**src/rtl/noc_pkg.sv**
```systemverilog
`default_nettype none
// ============================================================================
// Module  : noc_pkg
// Brief   : Shared NoC types: flit, VC identifier, default link parameters.
// Revision: 1.0 - initial multi-VC release
// ============================================================================
package noc_pkg;

    localparam int FLIT_W = 8;
    typedef logic [FLIT_W-1:0] flit_t;

    localparam int DEF_NUM_VC     = 2;
    localparam int DEF_FIFO_DEPTH = 4;
    localparam int DEF_CREDITS    = 4;

    // Width of a VC index; a single-VC link still carries a 1-bit field
    function automatic int vc_width(input int n);
        return (n > 1) ? $clog2(n) : 1;
    endfunction

    localparam int VC_W = vc_width(DEF_NUM_VC);
    typedef logic [VC_W-1:0] vc_id_t;

endpackage
`default_nettype wire

```
**src/rtl/rr_arbiter.sv**
```systemverilog
`default_nettype none
// ============================================================================
// Module  : rr_arbiter
// Brief   : Round-robin arbiter, one-hot grant, search starts at rr_ptr.
//           The pointer moves past the winner only when advance is high.
// Revision: 1.0 - initial release
// ============================================================================
module rr_arbiter #(
    parameter int N = 2
) (
    input  logic         clk,
    input  logic         rst_n,
    input  logic [N-1:0] req,
    input  logic         advance,
    output logic [N-1:0] gnt
);

    localparam int PTR_W = (N > 1) ? $clog2(N) : 1;

    logic [PTR_W-1:0] r_ptr;
    logic [PTR_W-1:0] w_next_ptr;
    logic [PTR_W-1:0] w_cand;
    logic             w_found;

    // Index p+off reduced modulo N without a divider (off <= N)
    function automatic logic [PTR_W-1:0] wrap_add(input logic [PTR_W-1:0] p, input int off);
        int s;
        s = int'(p) + off;
        if (s >= N) s = s - N;
        return PTR_W'(s);
    endfunction

    // First requester at or above r_ptr, with wrap; winner+1 becomes the next start
    always_comb begin
        gnt        = '0;
        w_next_ptr = r_ptr;
        w_cand     = r_ptr;
        w_found    = 1'b0;
        for (int i = 0; i < N; i++) begin
            w_cand = wrap_add(r_ptr, i);
            if (!w_found && req[w_cand]) begin
                gnt[w_cand] = 1'b1;
                w_found     = 1'b1;
                w_next_ptr  = wrap_add(w_cand, 1);
            end
        end
    end

    // Pointer holds when nothing is granted
    always_ff @(posedge clk or negedge rst_n) begin
        if (!rst_n) begin
            r_ptr <= '0;
        end else if (advance && w_found) begin
            r_ptr <= w_next_ptr;
        end
    end

endmodule
`default_nettype wire

```
**src/rtl/node_port_vc_tx.sv**
```systemverilog
`default_nettype none
// ============================================================================
// Module  : node_port_vc_tx
// Brief   : Link transmit port with per-VC buffering, credit flow control and
//           round-robin VC arbitration; one registered flit per cycle.
// Revision: 1.0 - replaces single-channel enable/ack backpressure
// ============================================================================
module node_port_vc_tx
    import noc_pkg::*;
#(
    parameter int NUM_VC     = DEF_NUM_VC,
    parameter int FIFO_DEPTH = DEF_FIFO_DEPTH,
    parameter int CREDITS    = DEF_CREDITS
) (
    input  logic                          clk,
    input  logic                          rst_n,
    input  flit_t                         in_flit,
    input  logic [NUM_VC-1:0]             in_valid,
    output logic [NUM_VC-1:0]             in_ready,
    output flit_t                         out_flit,
    output logic                          out_enable,
    output logic [vc_width(NUM_VC)-1:0]   out_vc,
    input  logic                          credit_valid,
    input  logic [vc_width(NUM_VC)-1:0]   credit_vc,
    output logic                          err_overflow
);

    localparam int OUT_VC_W = vc_width(NUM_VC);
    localparam int PTR_W    = $clog2(FIFO_DEPTH);
    localparam int CNT_W    = $clog2(FIFO_DEPTH + 1);
    localparam int CR_W     = $clog2(CREDITS + 1);

    logic [NUM_VC-1:0]         w_eligible;
    logic [NUM_VC-1:0]         w_gnt;
    logic [NUM_VC-1:0]         w_ovf;
    flit_t [NUM_VC-1:0]        w_head;
    logic [OUT_VC_W-1:0]       w_gidx;
    logic                      w_any;

    for (genvar v = 0; v < NUM_VC; v++) begin : g_vc
        flit_t            r_mem [FIFO_DEPTH];
        logic [PTR_W-1:0] r_wr;
        logic [PTR_W-1:0] r_rd;
        logic [CNT_W-1:0] r_cnt;
        logic [CR_W-1:0]  r_credit;
        logic             w_push;
        logic             w_pop;
        logic             w_ret;

        // Ready comes from registered occupancy only, so a full FIFO stays
        // closed even in a cycle where it is popping
        assign in_ready[v]   = (r_cnt < CNT_W'(FIFO_DEPTH));
        assign w_push        = in_valid[v] && in_ready[v];
        assign w_pop         = w_gnt[v];
        assign w_ret         = credit_valid && (credit_vc == OUT_VC_W'(v));
        assign w_eligible[v] = (r_cnt != '0) && (r_credit != '0);
        assign w_head[v]     = r_mem[r_rd];
        // A grant in the same cycle absorbs the return, so only a bare
        // return onto a full counter is a protocol error
        assign w_ovf[v]      = w_ret && !w_pop && (r_credit == CR_W'(CREDITS));

        // Flit storage; contents are don't-care while the FIFO is empty
        always_ff @(posedge clk) begin
            if (w_push) begin
                r_mem[r_wr] <= in_flit;
            end
        end

        // Read/write pointers wrap at FIFO_DEPTH-1, so any depth works
        always_ff @(posedge clk or negedge rst_n) begin
            if (!rst_n) begin
                r_wr  <= '0;
                r_rd  <= '0;
                r_cnt <= '0;
            end else begin
                if (w_push) begin
                    r_wr <= (r_wr == PTR_W'(FIFO_DEPTH - 1)) ? '0 : r_wr + PTR_W'(1);
                end
                if (w_pop) begin
                    r_rd <= (r_rd == PTR_W'(FIFO_DEPTH - 1)) ? '0 : r_rd + PTR_W'(1);
                end
                case ({w_push, w_pop})
                    2'b10:   r_cnt <= r_cnt + CNT_W'(1);
                    2'b01:   r_cnt <= r_cnt - CNT_W'(1);
                    default: r_cnt <= r_cnt;
                endcase
            end
        end

        // Credit counter: grant consumes, return restores, saturating at CREDITS
        always_ff @(posedge clk or negedge rst_n) begin
            if (!rst_n) begin
                r_credit <= CR_W'(CREDITS);
            end else if (w_ret && !w_pop) begin
                if (r_credit != CR_W'(CREDITS)) begin
                    r_credit <= r_credit + CR_W'(1);
                end
            end else if (w_pop && !w_ret) begin
                r_credit <= r_credit - CR_W'(1);
            end
        end
    end

    rr_arbiter #(
        .N       (NUM_VC)
    ) u_arb (
        .clk     (clk),
        .rst_n   (rst_n),
        .req     (w_eligible),
        .advance (w_any),
        .gnt     (w_gnt)
    );

    assign w_any = |w_eligible;

    // One-hot grant to a VC index
    always_comb begin
        w_gidx = '0;
        for (int v = 0; v < NUM_VC; v++) begin
            if (w_gnt[v]) w_gidx = OUT_VC_W'(v);
        end
    end

    // Link output register; flit and VC hold their last value while idle
    always_ff @(posedge clk or negedge rst_n) begin
        if (!rst_n) begin
            out_enable <= 1'b0;
            out_flit   <= '0;
            out_vc     <= '0;
        end else begin
            out_enable <= w_any;
            if (w_any) begin
                out_flit <= w_head[w_gidx];
                out_vc   <= w_gidx;
            end
        end
    end

    // Sticky credit-overflow flag, cleared only by reset
    always_ff @(posedge clk or negedge rst_n) begin
        if (!rst_n) begin
            err_overflow <= 1'b0;
        end else if (|w_ovf) begin
            err_overflow <= 1'b1;
        end
    end

    // The local source offers at most one VC per cycle
    a_in_valid_onehot: assert property (@(posedge clk) disable iff (!rst_n) $onehot0(in_valid));

endmodule
`default_nettype wire
```
**config.mk**
```make
export PLATFORM = sky130hd
export DESIGN_NAME = node_port_vc_tx
export DESIGN_NICKNAME = d
export VERILOG_FILES = /design/src/rtl/noc_pkg.sv /design/src/rtl/rr_arbiter.sv /design/src/rtl/node_port_vc_tx.sv
export SDC_FILE = /design/constraint.sdc
export NUM_CORES = 1
export LEC_CHECK = 0
export ABC_AREA = 0
export BUFFER_PORTS_ARGS = -buffer_cell sky130_fd_sc_hd__buf_2
export CORE_MARGIN = 5
export CORE_UTILIZATION = 55
export DETAILED_ROUTE_END_ITERATION = 8
export PLACE_DENSITY = 0.82
export SLEW_MARGIN = 20
export SYNTH_ARGS = -nofsm -noshare
export SYNTH_HDL_FRONTEND = slang
export SYNTH_SLANG_ARGS = --single-unit
```
**constraint.sdc**
```tcl
create_clock -name clk -period 4.75 [get_ports clk]
set_input_delay 0.475 -clock clk [delete_from_list [all_inputs] [get_ports clk]]
set_output_delay 0.475 -clock clk [all_outputs]
set_load 0.005 [all_outputs]
```
==> results of run 1 <==
[metrics by stage]
step / std cells / util / hold slack, ns
5_1_grt: 393 / 0.623 / 0.213
3_3_place_gp: 377 / 0.597 / 0.460
6_report: 393 / 0.623 / 0.154
4_1_cts: 393 / 0.623 / 0.177
3_5_place_dp: 377 / 0.597 / 0.465
2_1_floorplan: 260 / - / 0.179
[path summary, 6_finish.rpt]
check,start,endpoint,depth (start not counted)
min in group clk,in_flit[6],g_vc[1].r_mem[0][6],1
max in group asynchronous,rst_n,out_flit[7],1
worst min-delay path,rst_n,g_vc[0].r_cnt[0],1
worst min register to register,out_vc,out_vc,2
worst max register to register,g_vc[1].r_credit[0],g_vc[0].r_cnt[2],10
worst max-delay path,g_vc[1].r_credit[0],g_vc[0].r_cnt[2],10
[power breakdown]
group | switching [mW] | leakage, nW | internal, mW | total [mW]
registers | 0.215 | 0.951 | 1.14 | 1.35
clock network | 0.298 | 0.0961 | 0.202 | 0.500
logic | 0.593 | 0.664 | 0.592 | 1.19
total | 1.11 | 1.71 | 1.93 | 3.04
[registers in the layout, summed over array words and instances (netlist names)]
name,cells
out_vc,1
err_overflow,1
g_vc.r_credit,6
g_vc.r_wr,4
g_vc.r_cnt,6
u_arb.r_ptr,1
g_vc.r_mem,64
out_flit,8
g_vc.r_rd,4
out_enable,1
[layout by cell type, fill, tap and decap left out, types with 2 or more instances in the layout]
| cell type | n |
|---|---|
| a21o_1 | 2 |
| a21oi_1 | 2 |
| a221oi_1 | 8 |
| and2_1 | 8 |
| buf_2 | 26 |
| clkbuf_8 | 9 |
| dfrtp_1 | 30 |
| dfstp_2 | 2 |
| edfxtp_1 | 64 |
| fa_1 | 4 |
| ha_1 | 12 |
| inv_1 | 16 |
| inv_6 | 3 |
| inv_8 | 2 |
| mux2_2 | 2 |
| mux2i_1 | 5 |
| mux4_2 | 16 |
| nand2_1 | 16 |
| nand2b_1 | 2 |
| nor2_1 | 20 |
| nor2b_1 | 3 |
| nor3_1 | 4 |
| o21ai_0 | 5 |
| o21bai_1 | 8 |
| or3_1 | 2 |
| xnor2_1 | 7 |
| xor2_1 | 3 |
[logic make-up (layout without fill, tap and decap cells)]
family                   count (synthesis)  count (layout)  synth area share
AO/OA/AOI/OAI                           33              33            0.0646
XOR/XNOR                                10              10            0.0213
adder cells (fa/ha/maj)                 16              16            0.0560
buffers and inverters                   24              58            0.0225
flip-flops                              96              96             0.663
multiplexers                            24              24             0.109
AND/OR/NAND/NOR                         57              57            0.0633
[routing by layer]
metal,share of wire,global-route usage,wire [µm],vias up
met4,0.019,0.0561,130,0
met1,0.43,0.222,2970,1111
met2,0.49,0.271,3370,49
met3,0.055,0.0488,376,10
met5,0,0,0,-
li1,-,-,-,1025
[cell type report]
class	instances	area (µm²)
Clock buffer	9	124
Clock inverter	7	61.3
Fill cell	547	2740
Inverter	16	60.1
Multi-Input combinational cell	140	1290
Sequential cell	96	2730
Tap cell	99	124
Timing Repair Buffer	26	130
==> results.py, run 1 <==
metrics = {
    "status": {
        "status": "completed",
    },
    "logic_synthesis": {
        "yosysTopAreaCellShare": 0.468,
        "ys_ff_latch": 96,
        "mappedNetlistArea_um2": 4110,
        "synth_area_leaders": "edfxtp_1 47%, dfrtp_1 18%, mux4_2 8.8%",
        "ys_seq_area_frac": 0.663,
        "yosysMostFrequentCell": "edfxtp_1",
        "syn_avg_cell_area_um2": 15.8,
        "synthFlopType": "edfxtp_1",
        "synthArstFlopShare": 0.333,
        "ys.warnings.count": 0,
        "synth-edff-count": 64,
        "synth_cells": 260,
        "synth_top_cell_by_area": "edfxtp_1",
        "synthesis.nets": 290,
        "synth.distinct_cells": 37,
        "synth_common_cells": "64 x edfxtp_1, 30 x dfrtp_1, 20 x nor2_1",
    },
    "grt": {
        "grt.total_usage": 0.169,
        "grt_max_degree": 33,
        "antenna_found_initial": 0,
        "grt_pass1_wl_um": 11500,
        "grt_pass1_vias": 2289,
        "grt_overflow": 0,
    },
    "detailed_routing": {
        "wl_per_cell_um": 17.4,
        "viasPerCell": 5.59,
        "vias": 2195,
        "first_iter_violations": 215,
        "ant_nets": 0,
        "drc": 0,
        "drt_wl_total_um": 6840,
        "first_pass_iters": 4,
    },
    "layout": {
        "num-nets-final": 319,
        "syn2layout_area_growth_pct": 9.90,
        "antenna_cells": 0,
        "fin_area_um2": 4520,
        "drive_above_1_share": 0.224,
    },
    "sta": {
        "post-route-period-util": 0.560,
        "timing.final.ws_setup_ns": 2.09,
        "setup_viol": 0,
        "layout_min_cycle_time_ns": 2.66,
        "finalSetupTns_ns": 0,
        "tightest_slew_ns": 0.718,
        "hold_viol_final": 0,
        "rsz0062_at_grt": "no",
        "slew_violations": 0,
        "max_freq_ghz": 0.376,
        "clock_skew_ns": 0.00845,
        "timing.slew.headroom": 0.522,
    },
    "pwr": {
        "leakagePower_nw": 1.71,
        "cellPowerDensity_nw_per_um2": 673,
        "ir_drop_mv": 0.322,
        "p_total_mw": 3.04,
    },
    "worst_setup_path": {
        "critPathTopFamily": "compound AO/OA/AOI/OAI gates",
        "worstPathCellList": "or2_1, o32a_1, a21o_4, inv_1, ha_1, inv_1, fa_1, xor2_1, nor2_1, xnor2_1",
        "cp.required_ns": 5.04,
        "crit_buf_inv": 2,
        "reg2reg_slack_ns": 2.09,
        "worstSetupPathType": "flip-flop to flip-flop",
        "critical_path.endpoint_type": "flip-flop",
        "cp_common_cell": "inv_1",
        "worstPathArrival_ns": 2.95,
        "crit_path_max_incr_delay_ns": 0.44,
        "cp-start-kind": "flip-flop",
        "cp_max_fo": 16,
        "critPathSlowestCell": "dfrtp_1",
    },
    "clock_tree": {
        "cts_resized": 0,
        "clkSlewWorstSetupHoldPaths_ns": 0.10,
        "hold_buffers": 0,
        "htreeDepth": 3,
        "clkLatencyLatePin_ns": 0.36,
        "clock_sink_count": 96,
        "clock-root-buffer": "clkbuf_8",
        "cts_tree": "built",
        "clock_path_buffers": 2,
        "post_cts_buffers": 0,
        "cts_buffers": 9,
    },
    "floorplan": {
        "core_um2": 7250,
        "start_util": 0.566,
        "ios": 27,
        "die-area_um2": 9300,
        "rows": 31,
        "die_w_um": 96.4,
        "dieHeight_um": 96.4,
    },
    "placed_design": {
        "dp_hpwl_um": 4790,
        "port_buffers": 26,
        "gp_congestion": 0.794,
        "place_ws_ns": 2.10,
        "place_area_um2": 4330,
    },
    "flow_run": {
        "cap_violations": 0,
    },
    "min_path": {
        "holdCritPathClass": "input port to asynchronous set/reset pin",
    },
}
(Power assumes the default switching activity.)
==> run 2, diff against run 1 <==
Clock period 4.75 ns to 2.6 ns, I/O delays scaled along.
==> run 2 against run 1 <==
Effect of this change:
- flip-flop and latch count unchanged
- non-clock buffer count up 4
- via count up 0.59%
- final cell count up 1.0%
- cell area up 0.72%
- global-route usage down 0.084 points
- count of clock-buffer cells in the layout unchanged
- clock skew down 0.00053 ns
- first-iteration DRC count down 56%
- power up 85%
- sequential power up 84%
- worst setup slack worse by 1.9 ns
==> results.py, run 2 (synthesized netlist as in run 1, its figures left out) <==
metrics = {
    "pwr": {
        "power_frac_clock": 0.162,
        "leakagePower_nw": 1.73,
        "cellPowerDensity_nw_per_um2": 1230,
        "p_int_mw": 3.58,
        "p_total_mw": 5.61,
        "ir_drop_mv": 0.729,
        "p_sw_mw": 2.03,
        "p_seq_frac": 0.442,
        "combPwrFrac": 0.397,
        "swShare": 0.362,
    },
    "placed_design": {
        "place_ws_ns": 0.231,
        "port_buffers": 26,
        "numPlacedInstances": 380,
        "dp_hpwl_um": 4920,
        "gp_congestion": 0.757,
    },
    "clock_tree": {
        "cts_tree": "built",
        "clock-root-buffer": "clkbuf_8",
        "clock_path_buffers": 2,
        "hold_buffers": 1,
        "clkLatencyLatePin_ns": 0.36,
        "clkSlewWorstSetupHoldPaths_ns": 0.10,
        "htreeDepth": 3,
        "post_cts_buffers": 0,
        "clock_sink_count": 96,
        "cts_resized": 0,
        "cts_buffers": 9,
    },
    "detailed_routing": {
        "ant_nets": 0,
        "vias": 2208,
        "drc": 0,
        "viasPerCell": 5.56,
        "dr_wl_met2_um": 3490,
        "wl_met3_um": 316,
        "wl_per_cell_um": 17.4,
        "first_iter_violations": 94,
        "drt_wl_total_um": 6910,
        "wl_met1_um": 3070,
        "first_pass_iters": 4,
        "maxUsedRoutingLayer": "met4",
    },
    "worst_setup_path": {
        "cp.required_ns": 2.88,
        "path_depth": 10,
        "worstSetupPathType": "flip-flop to flip-flop",
        "r2r_cells": 10,
        "crit_buf_inv": 2,
        "critPathTopFamily": "adder cells",
        "critical_path.endpoint_type": "flip-flop",
        "worstPathCellList": "or2_1, o32a_1, a21o_4, inv_1, ha_1, inv_1, fa_1, xor2_1, nor2_1, xnor2_1",
        "cp_max_fo": 4,
        "worstPathArrival_ns": 2.67,
        "crit_path_max_incr_delay_ns": 0.44,
        "cp-start-kind": "flip-flop",
        "critPathSlowestCell": "dfrtp_1",
        "cp_common_cell": "inv_1",
    },
    "grt": {
        "grt_max_degree": 33,
        "grt_pass1_wl_um": 11400,
        "grt.total_usage": 0.168,
        "grt_pass1_vias": 2300,
        "grt_overflow": 0,
        "antenna_found_initial": 0,
    },
    "min_path": {
        "whs_path_depth": 1,
        "holdCritPathClass": "input port to flip-flop",
    },
    "sta": {
        "timing.slew.headroom": 0.507,
        "finalSetupTns_ns": 0,
        "timing.final.ws_setup_ns": 0.207,
        "max_freq_ghz": 0.418,
        "clock_skew_ns": 0.00792,
        "hold_viol_final": 0,
        "whs_ns": 0.186,
        "layout_min_cycle_time_ns": 2.39,
        "tightest_slew_ns": 0.740,
        "rsz0062_at_grt": "no",
        "post-route-period-util": 0.920,
        "slew_violations": 0,
        "setup_viol": 0,
    },
    "floorplan": {
        "rows": 31,
        "start_util": 0.566,
        "core_um2": 7250,
        "ios": 27,
        "die_w_um": 96.4,
        "die-area_um2": 9300,
        "dieHeight_um": 96.4,
    },
    "layout": {
        "final_cell_mix": "64 x edfxtp_1, 30 x dfrtp_1, 26 x buf_2, 20 x nor2_1",
        "final_common_cell": "edfxtp_1",
        "drive_above_1_share": 0.232,
        "antenna_cells": 0,
        "regMostFlops": "g_vc.r_mem",
        "layout.cells.non_filler": 397,
        "syn2layout_area_growth_pct": 10.7,
        "largest_reg_flops": 64,
        "top_regs": "g_vc.r_mem: 64 flops, out_flit: 8 flops",
        "num-nets-final": 323,
    },
    "flow_run": {
        "cap_violations": 0,
    },
    "status": {
        "status": "completed",
    },
}
==> run 2: cell types whose count changed in the layout (fill, tap and decap cells not counted), sizes merged <==
| cell | delta |
|---|---|
| buf | +3 |
| clkinv | +1 |
| inv | -1 |
| dlygate4sd3 | +1 |
==> run 2: per-layer routing <==
layer,global-route usage,up-vias
met2,0.273,50
met1,0.224,1132
met5,0,-
li1,-,1023
met3,0.0519,3
met4,0.0386,0
==> run 2: final cells by class <==
| type | count | area [µm²] |
|---|---|---|
| inverter | 16 | 60.1 |
| sequential | 96 | 2730 |
| clock inverter | 7 | 61.3 |
| tap | 99 | 124 |
| multi-input combinational | 140 | 1290 |
| fill | 537 | 2710 |
| timing repair buffer | 30 | 163 |
| clock buffer | 9 | 124 |
==> run 2: worst paths after layout <==
check	startpoint	endpoint	slack [ns]
setup / recovery	g_vc[1].r_credit[0]	g_vc[0].r_cnt[2]	0.21
hold / removal	in_flit[6]	g_vc[1].r_mem[3][6]	0.19
setup reg to reg	g_vc[1].r_credit[0]	g_vc[0].r_cnt[2]	0.21
hold reg to reg	out_vc	out_vc	0.48
max in group asynchronous	rst_n	g_vc[1].r_wr[0]	1.63
min in group asynchronous	rst_n	out_vc	0.49
==> run 2: power groups by stage <==
stage	logic (mW)	registers, mW	clock network, mW
after detailed placement	2.25	2.52	0
after floorplan	1.84	2.30	0
after global placement	2.15	2.49	0
final	2.22	2.48	0.906
after CTS	2.26	2.49	0.929
after global routing	2.52	2.54	0.999
==> run 2: per-stage QoR <==
stage	instance area [µm²]	util
2_1_floorplan	4110	-
3_3_place_gp	4350	0.600
3_5_place_dp	4350	0.600
4_1_cts	4550	0.627
5_1_grt	4550	0.627
6_report	4550	0.627
==> run 2: worst register-to-register path: stages (launching register included) <==
cell	delay (ns)
dfrtp_1	0.44
or2_1	0.28
o32a_1	0.23
a21o_4	0.23
inv_1	0.10
ha_1	0.19
inv_1	0.06
fa_1	0.38
xor2_1	0.15
nor2_1	0.11
xnor2_1	0.14
==> run 3, diff against run 2 <==
Clock period 2.6 ns to 2.9 ns, I/O delays scaled along.
==> run 3 against run 2 <==
Effect of this change:
- clock power decreased by 15%
- global-route usage increased by 0.29 points
- combinational power decreased by 12%
- largest power group unchanged
- worst hold slack improved by 0.029 ns
- worst setup slack improved by 0.24 ns
- largest cell class unchanged
- sequential power decreased by 10%
- register-to-register slack improved by 0.24 ns
- first-iteration DRC count increased by 79%
- sequential share of layout area increased by 0.38 points
- routed wire length increased by 0.74%
- via count decreased by 0.23%
==> results.py, run 3 (synthesized netlist as in run 1, its figures left out) <==
metrics = {
    "layout": {
        "fin_area_um2": 4520,
        "drive_above_1_share": 0.223,
        "syn2layout_area_growth_pct": 9.99,
        "fill_cells": 520,
        "seq_area_um2": 2730,
        "multi_input_area_um2": 1290,
        "layout.cells.non_filler": 395,
        "final_cell_mix": "64 x edfxtp_1, 30 x dfrtp_1, 26 x buf_2, 20 x nor2_1",
        "largest_reg_flops": 64,
        "antenna_cells": 0,
        "final_common_cell": "edfxtp_1",
        "final_util": 0.623,
        "top_regs": "g_vc.r_mem: 64 flops, out_flit: 8 flops",
        "num-nets-final": 321,
        "regMostFlops": "g_vc.r_mem",
    },
    "worst_setup_path": {
        "worstPathArrival_ns": 2.74,
        "worstSetupPathType": "flip-flop to flip-flop",
        "reg2reg_slack_ns": 0.45,
        "rr_endpoint": "g_vc[0].r_cnt[2]",
        "cp.required_ns": 3.18,
        "critical_path.endpoint_type": "flip-flop",
        "r2r-start": "g_vc[1].r_credit[0]",
        "cp-start-kind": "flip-flop",
        "cp_max_fo": 16,
        "r2r_cells": 10,
    },
    "sta": {
        "rsz0062_at_grt": "no",
        "max_freq_ghz": 0.407,
        "clock_skew_ns": 0.00709,
        "whs_ns": 0.215,
        "slew_violations": 0,
        "layout_min_cycle_time_ns": 2.45,
        "finalSetupTns_ns": 0,
        "post-route-period-util": 0.847,
        "tightest_slew_ns": 0.746,
        "setup_viol": 0,
        "hold_viol_final": 0,
        "timing.slew.headroom": 0.502,
    },
    "grt": {
        "antenna_found_initial": 0,
        "grt_max_degree": 33,
        "grt.total_usage": 0.171,
        "grt_pass1_vias": 2262,
        "grt_pass1_wl_um": 11400,
        "grt_overflow": 0,
    },
    "detailed_routing": {
        "vias": 2203,
        "viasPerCell": 5.58,
        "first_iter_violations": 168,
        "wl_per_cell_um": 17.6,
        "drt_wl_total_um": 6960,
        "drc": 0,
        "first_pass_iters": 5,
        "ant_nets": 0,
    },
    "floorplan": {
        "start_util": 0.566,
        "dieHeight_um": 96.4,
        "rows": 31,
        "core_um2": 7250,
        "die-area_um2": 9300,
        "ios": 27,
        "die_w_um": 96.4,
    },
    "clock_tree": {
        "post_cts_buffers": 0,
        "clock_path_buffers": 2,
        "clkLatencyLatePin_ns": 0.35,
        "htreeDepth": 3,
        "clock-root-buffer": "clkbuf_8",
        "clock_sink_count": 96,
        "cts_buffers": 9,
        "cts_tree": "built",
        "clkSlewWorstSetupHoldPaths_ns": 0.09,
    },
    "min_path": {
        "holdPathEnd": "g_vc[0].r_mem[3][4]",
        "whs_path_depth": 1,
        "min_from": "in_flit[4]",
        "holdCritPathClass": "input port to flip-flop",
    },
    "pwr": {
        "p_sw_mw": 1.79,
        "cellPowerDensity_nw_per_um2": 1100,
        "swShare": 0.362,
        "ir_drop_mv": 0.612,
        "leakagePower_nw": 1.70,
        "combPwrFrac": 0.396,
        "p_int_mw": 3.16,
        "p_seq_frac": 0.448,
        "power_frac_clock": 0.156,
    },
    "placed_design": {
        "dp_hpwl_um": 4850,
        "port_buffers": 26,
        "gp_congestion": 0.792,
        "place_area_um2": 4340,
        "numPlacedInstances": 378,
    },
    "flow_run": {
        "cap_violations": 0,
    },
    "status": {
        "status": "completed",
    },
}
-- run 3: cell types whose count changed in the layout (fill, tap and decap cells not counted) --
cell,change
buf_4,-2
clkinv_4,-1
inv_6,-1
clkinv_1,+1
inv_8,-2
clkinvlp_4,+3
-- run 3: repair_timing --
action | CTS | global route
endpoints found under the hold margin | 7 | 0
gates resized for setup | 0 | 0
hold buffers | 1 | 0
-- run 3: how the worst max path moves through the flow --
stage | start | endpoint | slack (ns)
6_report | g_vc[1].r_credit[0] | g_vc[0].r_cnt[2] | 0.45
3_3_place_gp | g_vc[1].r_credit[0] | g_vc[0].r_cnt[2] | 0.53
2_1_floorplan | g_vc[1].r_credit[0] | g_vc[0].r_cnt[2] | 0.66
5_1_grt | g_vc[1].r_credit[0] | g_vc[0].r_cnt[2] | 0.25
3_5_place_dp | g_vc[1].r_credit[0] | g_vc[0].r_cnt[2] | 0.44
4_1_cts | g_vc[1].r_credit[0] | g_vc[0].r_cnt[2] | 0.43
-- run 3: power groups by stage --
| stage | registers (mW) | logic [mW] | clock network, mW |
|---|---|---|---|
| global placement | 2.24 | 1.88 | 0 |
| finish | 2.22 | 1.96 | 0.770 |
| CTS | 2.22 | 1.99 | 0.789 |
| global route | 2.28 | 2.24 | 0.845 |
| floorplan | 2.06 | 1.65 | 0 |
| detailed placement | 2.25 | 1.98 | 0 |
-- run 3: metrics by stage --
stage               total power, mW  setup WS [ns]
global placement               4.12          0.534
finish                         4.95          0.445
global route                   5.37          0.249
CTS                            5.01          0.425
detailed placement             4.23          0.443
floorplan                      3.72          0.663
-- run 3: area by class of cell --
class / count / area share
inverter: 16 / 0.0133
clock buffer: 9 / 0.0274
tap: 99 / 0.0274
timing repair buffer: 28 / 0.0327
multi-input combinational: 140 / 0.286
clock inverter: 7 / 0.0105
sequential: 96 / 0.603
-- run 3: worst max-delay path: stages, from the launching register on --
cell,delay [ns]
dfrtp_1,0.43
or2_1,0.27
o32a_1,0.22
a21o_4,0.31
inv_1,0.13
ha_1,0.19
inv_1,0.06
fa_1,0.38
xor2_1,0.15
nor2_1,0.12
xnor2_1,0.13
-- run 3: routing by layer --
layer	track usage	wire length [µm]	vias to the layer above
met2	0.267	3460	62
met3	0.0465	412	6
li1	-	-	1026
met5	0	0	-
met4	0.0736	58	0
met1	0.227	3030	1109
